File: src/rtl/cpu7_exu_lsu.sv
// rtl/cpu7_exu_lsu.sv - single-outstanding load/store unit bridging the E stage to a req/addr_ok/data_ok memory port
`timescale 1ns/1ps

module cpu7_exu_lsu #(
    parameter int LSOC1K_LSU_CODE_BIT = 4
) (
    input  logic                           clk,
    input  logic                           resetn,
    input  logic                           ecl_lsu_valid_e,
    input  logic [LSOC1K_LSU_CODE_BIT-1:0] ecl_lsu_op_e,
    input  logic [31:0]                    ecl_lsu_base_e,
    input  logic [31:0]                    ecl_lsu_offset_e,
    input  logic [31:0]                    ecl_lsu_wdata_e,
    input  logic [4:0]                     ecl_lsu_rd_e,
    input  logic                           ecl_lsu_wen_e,
    output logic                           lsu_ecl_stall,
    output logic                           lsu_ecl_ale_e,
    output logic [31:0]                    lsu_ecl_rdata_m,
    output logic                           lsu_ecl_rdata_valid_m,
    output logic [4:0]                     lsu_ecl_rd_m,
    output logic                           lsu_ecl_wen_m,
    output logic                           data_req,
    output logic                           data_wr,
    output logic [1:0]                     data_size,
    output logic [31:0]                    data_addr,
    output logic [31:0]                    data_wdata,
    output logic [3:0]                     data_wstrb,
    input  logic                           data_addr_ok,
    input  logic                           data_data_ok,
    input  logic [31:0]                    data_rdata
);

    // LSU code layout: [3] store, [2] zero-extend, [1:0] size (0 byte, 1 half, 2 word)
    typedef enum logic [1:0] {
        S_IDLE = 2'd0,
        S_REQ  = 2'd1,
        S_WAIT = 2'd2,
        S_RESP = 2'd3
    } state_t;

    state_t      r_state;
    logic [31:0] r_addr;
    logic [31:0] r_wdata;
    logic [3:0]  r_wstrb;
    logic [1:0]  r_size;
    logic        r_st;
    logic        r_uns;
    logic [4:0]  r_rd;
    logic        r_wen;
    logic [31:0] r_rdata;

    logic [31:0] w_addr;
    logic [1:0]  w_size;
    logic        w_st;
    logic        w_misalign;
    logic        w_in_idle;
    logic        w_accept;
    logic [3:0]  w_wstrb;
    logic [31:0] w_wdata;
    logic [7:0]  w_byte;
    logic [15:0] w_half;
    logic [31:0] w_ext;

    assign w_addr = ecl_lsu_base_e + ecl_lsu_offset_e;
    assign w_size = (ecl_lsu_op_e[1:0] == 2'd3) ? 2'd2 : ecl_lsu_op_e[1:0];
    assign w_st   = ecl_lsu_op_e[3];

    assign w_misalign = ((w_size == 2'd1) && w_addr[0]) ||
                        ((w_size == 2'd2) && (w_addr[1:0] != 2'b00));

    // Gating with resetn keeps the combinational handshake quiet while reset is held
    assign w_in_idle = resetn && (r_state == S_IDLE);
    assign w_accept  = w_in_idle && ecl_lsu_valid_e && !w_misalign;

    always_comb begin
        w_wstrb = 4'b0000;
        w_wdata = ecl_lsu_wdata_e;
        case (w_size)
            2'd0: begin
                w_wstrb = 4'b0001 << w_addr[1:0];
                w_wdata = {4{ecl_lsu_wdata_e[7:0]}};
            end
            2'd1: begin
                w_wstrb = w_addr[1] ? 4'b1100 : 4'b0011;
                w_wdata = {2{ecl_lsu_wdata_e[15:0]}};
            end
            default: begin
                w_wstrb = 4'b1111;
                w_wdata = ecl_lsu_wdata_e;
            end
        endcase
        if (!w_st) begin
            w_wstrb = 4'b0000;
        end
    end

    always_comb begin
        w_byte = data_rdata[{r_addr[1:0], 3'b000} +: 8];
        w_half = data_rdata[{r_addr[1], 4'b0000} +: 16];
        case (r_size)
            2'd0:    w_ext = r_uns ? {24'd0, w_byte} : {{24{w_byte[7]}}, w_byte};
            2'd1:    w_ext = r_uns ? {16'd0, w_half} : {{16{w_half[15]}}, w_half};
            default: w_ext = data_rdata;
        endcase
    end

    always_ff @(posedge clk or negedge resetn) begin
        if (!resetn) begin
            r_state <= S_IDLE;
            r_addr  <= 32'd0;
            r_wdata <= 32'd0;
            r_wstrb <= 4'd0;
            r_size  <= 2'd0;
            r_st    <= 1'b0;
            r_uns   <= 1'b0;
            r_rd    <= 5'd0;
            r_wen   <= 1'b0;
            r_rdata <= 32'd0;
        end else begin
            case (r_state)
                S_IDLE: begin
                    if (w_accept) begin
                        r_addr  <= w_addr;
                        r_wdata <= w_wdata;
                        r_wstrb <= w_wstrb;
                        r_size  <= w_size;
                        r_st    <= w_st;
                        r_uns   <= ecl_lsu_op_e[2];
                        r_rd    <= ecl_lsu_rd_e;
                        r_wen   <= ecl_lsu_wen_e;
                        r_state <= S_REQ;
                    end
                end
                S_REQ: begin
                    if (data_addr_ok) begin
                        r_state <= S_WAIT;
                    end
                end
                S_WAIT: begin
                    if (data_data_ok) begin
                        if (r_st) begin
                            r_state <= S_IDLE;
                        end else begin
                            r_rdata <= w_ext;
                            r_state <= S_RESP;
                        end
                    end
                end
                S_RESP: begin
                    r_state <= S_IDLE;
                end
                default: begin
                    r_state <= S_IDLE;
                end
            endcase
        end
    end

    assign lsu_ecl_stall = resetn && ((r_state != S_IDLE) || w_accept);
    assign lsu_ecl_ale_e = w_in_idle && ecl_lsu_valid_e && w_misalign;

    assign data_req   = (r_state == S_REQ);
    assign data_wr    = data_req && r_st;
    assign data_size  = data_req ? r_size  : 2'd0;
    assign data_addr  = data_req ? r_addr  : 32'd0;
    assign data_wdata = data_req ? r_wdata : 32'd0;
    assign data_wstrb = data_req ? r_wstrb : 4'd0;

    assign lsu_ecl_rdata_valid_m = (r_state == S_RESP);
    assign lsu_ecl_rdata_m       = lsu_ecl_rdata_valid_m ? r_rdata : 32'd0;
    assign lsu_ecl_rd_m          = lsu_ecl_rdata_valid_m ? r_rd    : 5'd0;
    assign lsu_ecl_wen_m         = lsu_ecl_rdata_valid_m && r_wen;

endmodule

File: config.mk
export PLATFORM = sky130hd
export DESIGN_NAME = cpu7_exu_lsu
export DESIGN_NICKNAME = d
export VERILOG_FILES = /design/src/rtl/cpu7_exu_lsu.sv
export SDC_FILE = /design/constraint.sdc
export NUM_CORES = 1
export LEC_CHECK = 0
export BUFFER_PORTS_ARGS = -buffer_cell sky130_fd_sc_hd__buf_4
export CELL_PAD_IN_SITES_DETAIL_PLACEMENT = 0
export CELL_PAD_IN_SITES_GLOBAL_PLACEMENT = 1
export CORE_MARGIN = 2
export CORE_UTILIZATION = 33
export CTS_CLUSTER_SIZE = 16
export DETAILED_ROUTE_END_ITERATION = 8
export PLACE_DENSITY_LB_ADDON = 0.1
export REMOVE_ABC_BUFFERS = 1
export SLEW_MARGIN = 5
export SYNTH_ARGS = -nofsm -noshare
export SYNTH_HDL_FRONTEND = slang
export SYNTH_SLANG_ARGS = --single-unit
File: constraint.sdc
create_clock -name clk -period 2.6 [get_ports clk]
set_input_delay 0.52 -clock clk [delete_from_list [all_inputs] [get_ports clk]]
set_output_delay 0.52 -clock clk [all_outputs]
set_load 0.03 [all_outputs]
# Word-level counts from Yosys, hierarchy flattened
# Cells that the tools add are included.
# classes
add_sub_neg	1
n_eq_ne	10
shifts	3
muxes	19
bitwise_logic	1
n_reduce_logical	20
# ops
cell	count
$mux 32	5
$pmux 32 s2	2
$add 32x32->32	1
$shiftx 32x6->16	1
$shiftx 32x6->8	1
$mux 2	6
$mux 4	3
$logic_and 1x1->1	9
$eq 2x2->1 const B	4
$pmux 2 s4	1
$pmux 4 s2	1
$eq 2x1->1 const B	3
$logic_not 2->1	3
$reduce_and 3->1	2
$mux 5	1
$ne 2x2->1 const B	2
$reduce_bool 2->1	2
$shl 1x2->4 const A	1
$logic_or 1x1->1	2
$ne 2x1->1 const B	1
$reduce_and 2->1	1
$logic_not 1->1	1
$not 1->1	1
# word_totals
out_inout_bits	113
regBits	112
inputBits	143
wordCells	64

# Longest topological paths before layout
# logic_depth
ltp_word	9
ltp_mapped	11
mapped_depth_nobuf	10

# Least setup slack after synthesis
# No wires, ideal clock.
# synth_path
path_type	input to output
startpoint	input ecl_lsu_base_e[0]
endpoint	output lsu_ecl_stall
slack_ps	-590
path_buffers	2
required_time_ps	2080
t_arrival_ps	2670
cell_stages	9
cell_sequence	ha_1 > inv_1 > fa_1 > inv_1 > a21oi_2 > nand2b_1 > clkbuf_8 > clkbuf_1 > a21boi_0
# synth_via
elab_chain_len	8
word_cells_on_any_way	9
classes_between	1 x add/sub; 8 x reduce/logical
# synth_lines
item	line	text
from (decl)	11	input logic [31:0] ecl_lsu_base_e,
$add 32x32->32 (*)	64	assign w_addr = ecl_lsu_base_e + ecl_lsu_offset_e;
$reduce_bool 2->1	69	((w_size == 2'd2) && (w_addr[1:0] != 2'b00));
$logic_and 1x1->1	69	
$logic_or 1x1->1 (*)	68	assign w_misalign = ((w_size == 2'd1) && w_addr[0]) ||
$logic_not 1->1 (*)	73	assign w_accept = w_in_idle && ecl_lsu_valid_e && !w_misalign;
$logic_and 1x1->1 (*)	73	
$logic_or 1x1->1 (*)	159	assign lsu_ecl_stall = resetn && ((r_state != S_IDLE) || w_accept);
$logic_and 1x1->1 (*)	159	
to (decl)	16	output logic lsu_ecl_stall,
# Every way passes the cells marked *; elsewhere a longest branch is shown, timed or not.

# Final worst setup path
# Ends and elaborated chain as after synthesis.

==> reports/results.ini <==
[floorplanning]
initial_core_util_pct = 33.4
pin_count = 256
die_area_um2 = 23900
core_area_um2 = 22400
rows = 55
die_w_um = 155
die_h_um = 155

[drt]
drc = 0
postRouteAntennaNets = 0
vias = 7415
vias_per_cell = 4.95
wl_per_cell_um = 16.7
drtPass1Iterations = 5
drt_wl_total_um = 25000
first_iter_violations = 383

[setup_path]
path_class = primary input to primary output
cp_slowest_cell = fa_2
path_buf_inv = 4
r2r_slack_ns = 0.67
reg2regPathDepth = 7
rr_endpoint = r_wdata[22]
r2r-start = r_state[1]
worstPathArrival_ns = 2.00
crit_chain = buf_4, ha_2, inv_1, fa_2, inv_2, a21oi_4, nand2b_4, a21boi_2, buf_6
critPathLaunchType = primary input
critPathCaptureType = primary output
cp_top_family = adder cells
cpPeakStageDelay_ns = 0.57
cp_max_fo = 3
worstPathRequired_ns = 2.08

[finish]
drive_gt1_share_pct = 31.9
nNetsFinal = 1383
syn_to_final_growth_pct = 40.4
antennaDiodeCount = 0
nFillCells = 2340
fin_cells = 1498

[synthesis]
synth.most_common_cell = nand2_1
synthTopCellsByArea = dfrtp_1, nand2_1, and2_1, o21ai_0, a21oi_1
syn_inst = 917
ys_ff_latch = 112
synthesis.area_um2 = 7490
synth-seq-area-share_pct = 37.4
yosys.area.top_type = dfrtp_1
synth_compound_area_share_pct = 18.6
synth.area.mux_share_pct = 4.96
synth_top_family_by_area = simple AND/OR/NAND/NOR gates
synth.top_cell.area_share_pct = 37.4
synth_fa_ha_area_share_pct = 5.45
avgSynthCellArea_um2 = 8.16
synth_commonest_cells = nand2_1, dfrtp_1, o21ai_0, a21oi_1, and2_1
synthDistinctLibCells = 62
synth_edf_count = 0
synthXorXnorAreaFrac_pct = 3.51
yosys.area_share.simple_pct = 25.3
ys.warnings.count = 0
ys.flop_type = dfrtp_1
ys_async_sr_fraction_pct = 100

[worst_hold_path]
min-delay-path-class = primary input to asynchronous set/reset pin

[cts]
clk_pin_slew_worst_paths_ns = 0.09
cts_setup_buffers = 0
clock_latency_ns = 0.37
ctsHoldBuffers = 0
ctsLongestPathBuffers = 2
cts_tree = yes
clock-root-buffer = clkbuf_16
cts_buffers = 9
clock_sinks = 112
htree_levels = 3

[power]
power_density_nw_per_um2 = 839
peakVddDrop_mv = 0.374
finalPower_mw = 8.82
cellLeakagePower_nw = 5.33

[global_routing]
grt_pass1_vias = 7122
grt_util_all_layers_pct = 20.7
grt_pass1_wl_um = 39300
grt_overflow = 0
grt_max_degree = 52
antenna_found_initial = 1

[place]
dp_hpwl_um = 18900
port_buffers = 255
dp_cells = 1483
pre_cts_ws_ns = -0.138
gp_congestion = 0.835

[timing]
skew_ns = 0.0141
tightest_slew_ns = 0.745
setup_ws_ns = 0.0791
grt_setup_unrepaired = no
finalSetupViolCount = 0
finalHoldViolCount = 0
relSlewSlack_pct = 50.2
period_share_pct = 97.0
min_period_ns = 2.52
drv_slew = 0
fmax_mhz = 397

[run]
drv_cap = 0

[outcome]
outcome = finished clean

registers in the layout (all words and copies together), names as in the netlist, 2 cells and up:
signal	cells
r_addr	32
r_rd	5
r_rdata	32
r_size	2
r_state	2
r_wdata	32
r_wstrb	4
cells by family after synthesis:
family          after synthesis
xor+xnor                     30
buf+inv                      77
flops                       112
simple gates                394
compound gates              237
fa+ha+maj                    32
mux                          35
layout by cell type, fill, tap and decap left out, types with 27 or more instances in the layout:
master,instances
a21oi_1,78
and2_1,74
and3_1,39
buf_4,336
dfrtp_1,112
ha_1,30
mux2i_1,27
nand2_1,167
nor2_1,68
o21ai_0,90
worst max-delay path by stage:
stage / slack [ns] / cells after the start / endpoint / from
final: 0.08 / 9 / lsu_ecl_stall / ecl_lsu_base_e[0]
after global routing: 0.008 / 9 / lsu_ecl_stall / ecl_lsu_base_e[0]
after CTS: 0.003 / 10 / lsu_ecl_ale_e / ecl_lsu_base_e[0]
after detailed placement: -0.14 / 12 / r_addr[30] / ecl_lsu_base_e[0]
after global placement: -0.08 / 12 / r_addr[30] / ecl_lsu_base_e[0]
after floorplan: -2.50 / 3 / r_rdata[16] / r_state[1]
per-layer routing:
metal  up-vias  part of all wire, %  GRT usage (%)
li1       3739                    -              -
met1      3470                   46           28.8
met2       183                   48           33.9
met3        21                  4.5           3.56
met4         2                  1.3           4.32
met5         -                0.048              0
stage by stage:
step	hold WS [ns]	area, um^2	TNS, ns	util, %
after floorplan	0.224	7190	-260.81	-
after global placement	0.450	10200	-0.258	45.4
after detailed placement	0.458	10200	-0.465	45.4
after CTS	0.186	10500	0	46.8
after global routing	0.208	10500	0	46.8
final	0.190	10500	0	46.8
report_power, final:
part           switching [mW]  internal [mW]
logic                    2.53           1.76
registers               0.495           2.58
clock network           0.742          0.705
total                    3.77           5.05
repair_timing:
item                       CTS  global route
gates cloned                 0             0
setup endpoints to repair    2             2
resized for setup            7             3
pin swaps                    2             3
final cells by class:
cell class | count | area [um^2] | share of cell area, %
sequential | 112 | 2800 | 26.7
timing repair buffer | 342 | 2620 | 24.9
clock buffer | 10 | 239 | 2.27
inverter | 15 | 56.3 | 0.536
clock inverter | 6 | 58.8 | 0.560
multi-input combinational | 728 | 4380 | 41.7
tap | 285 | 357 | 3.39
Power figures use the tool's default switching activity.
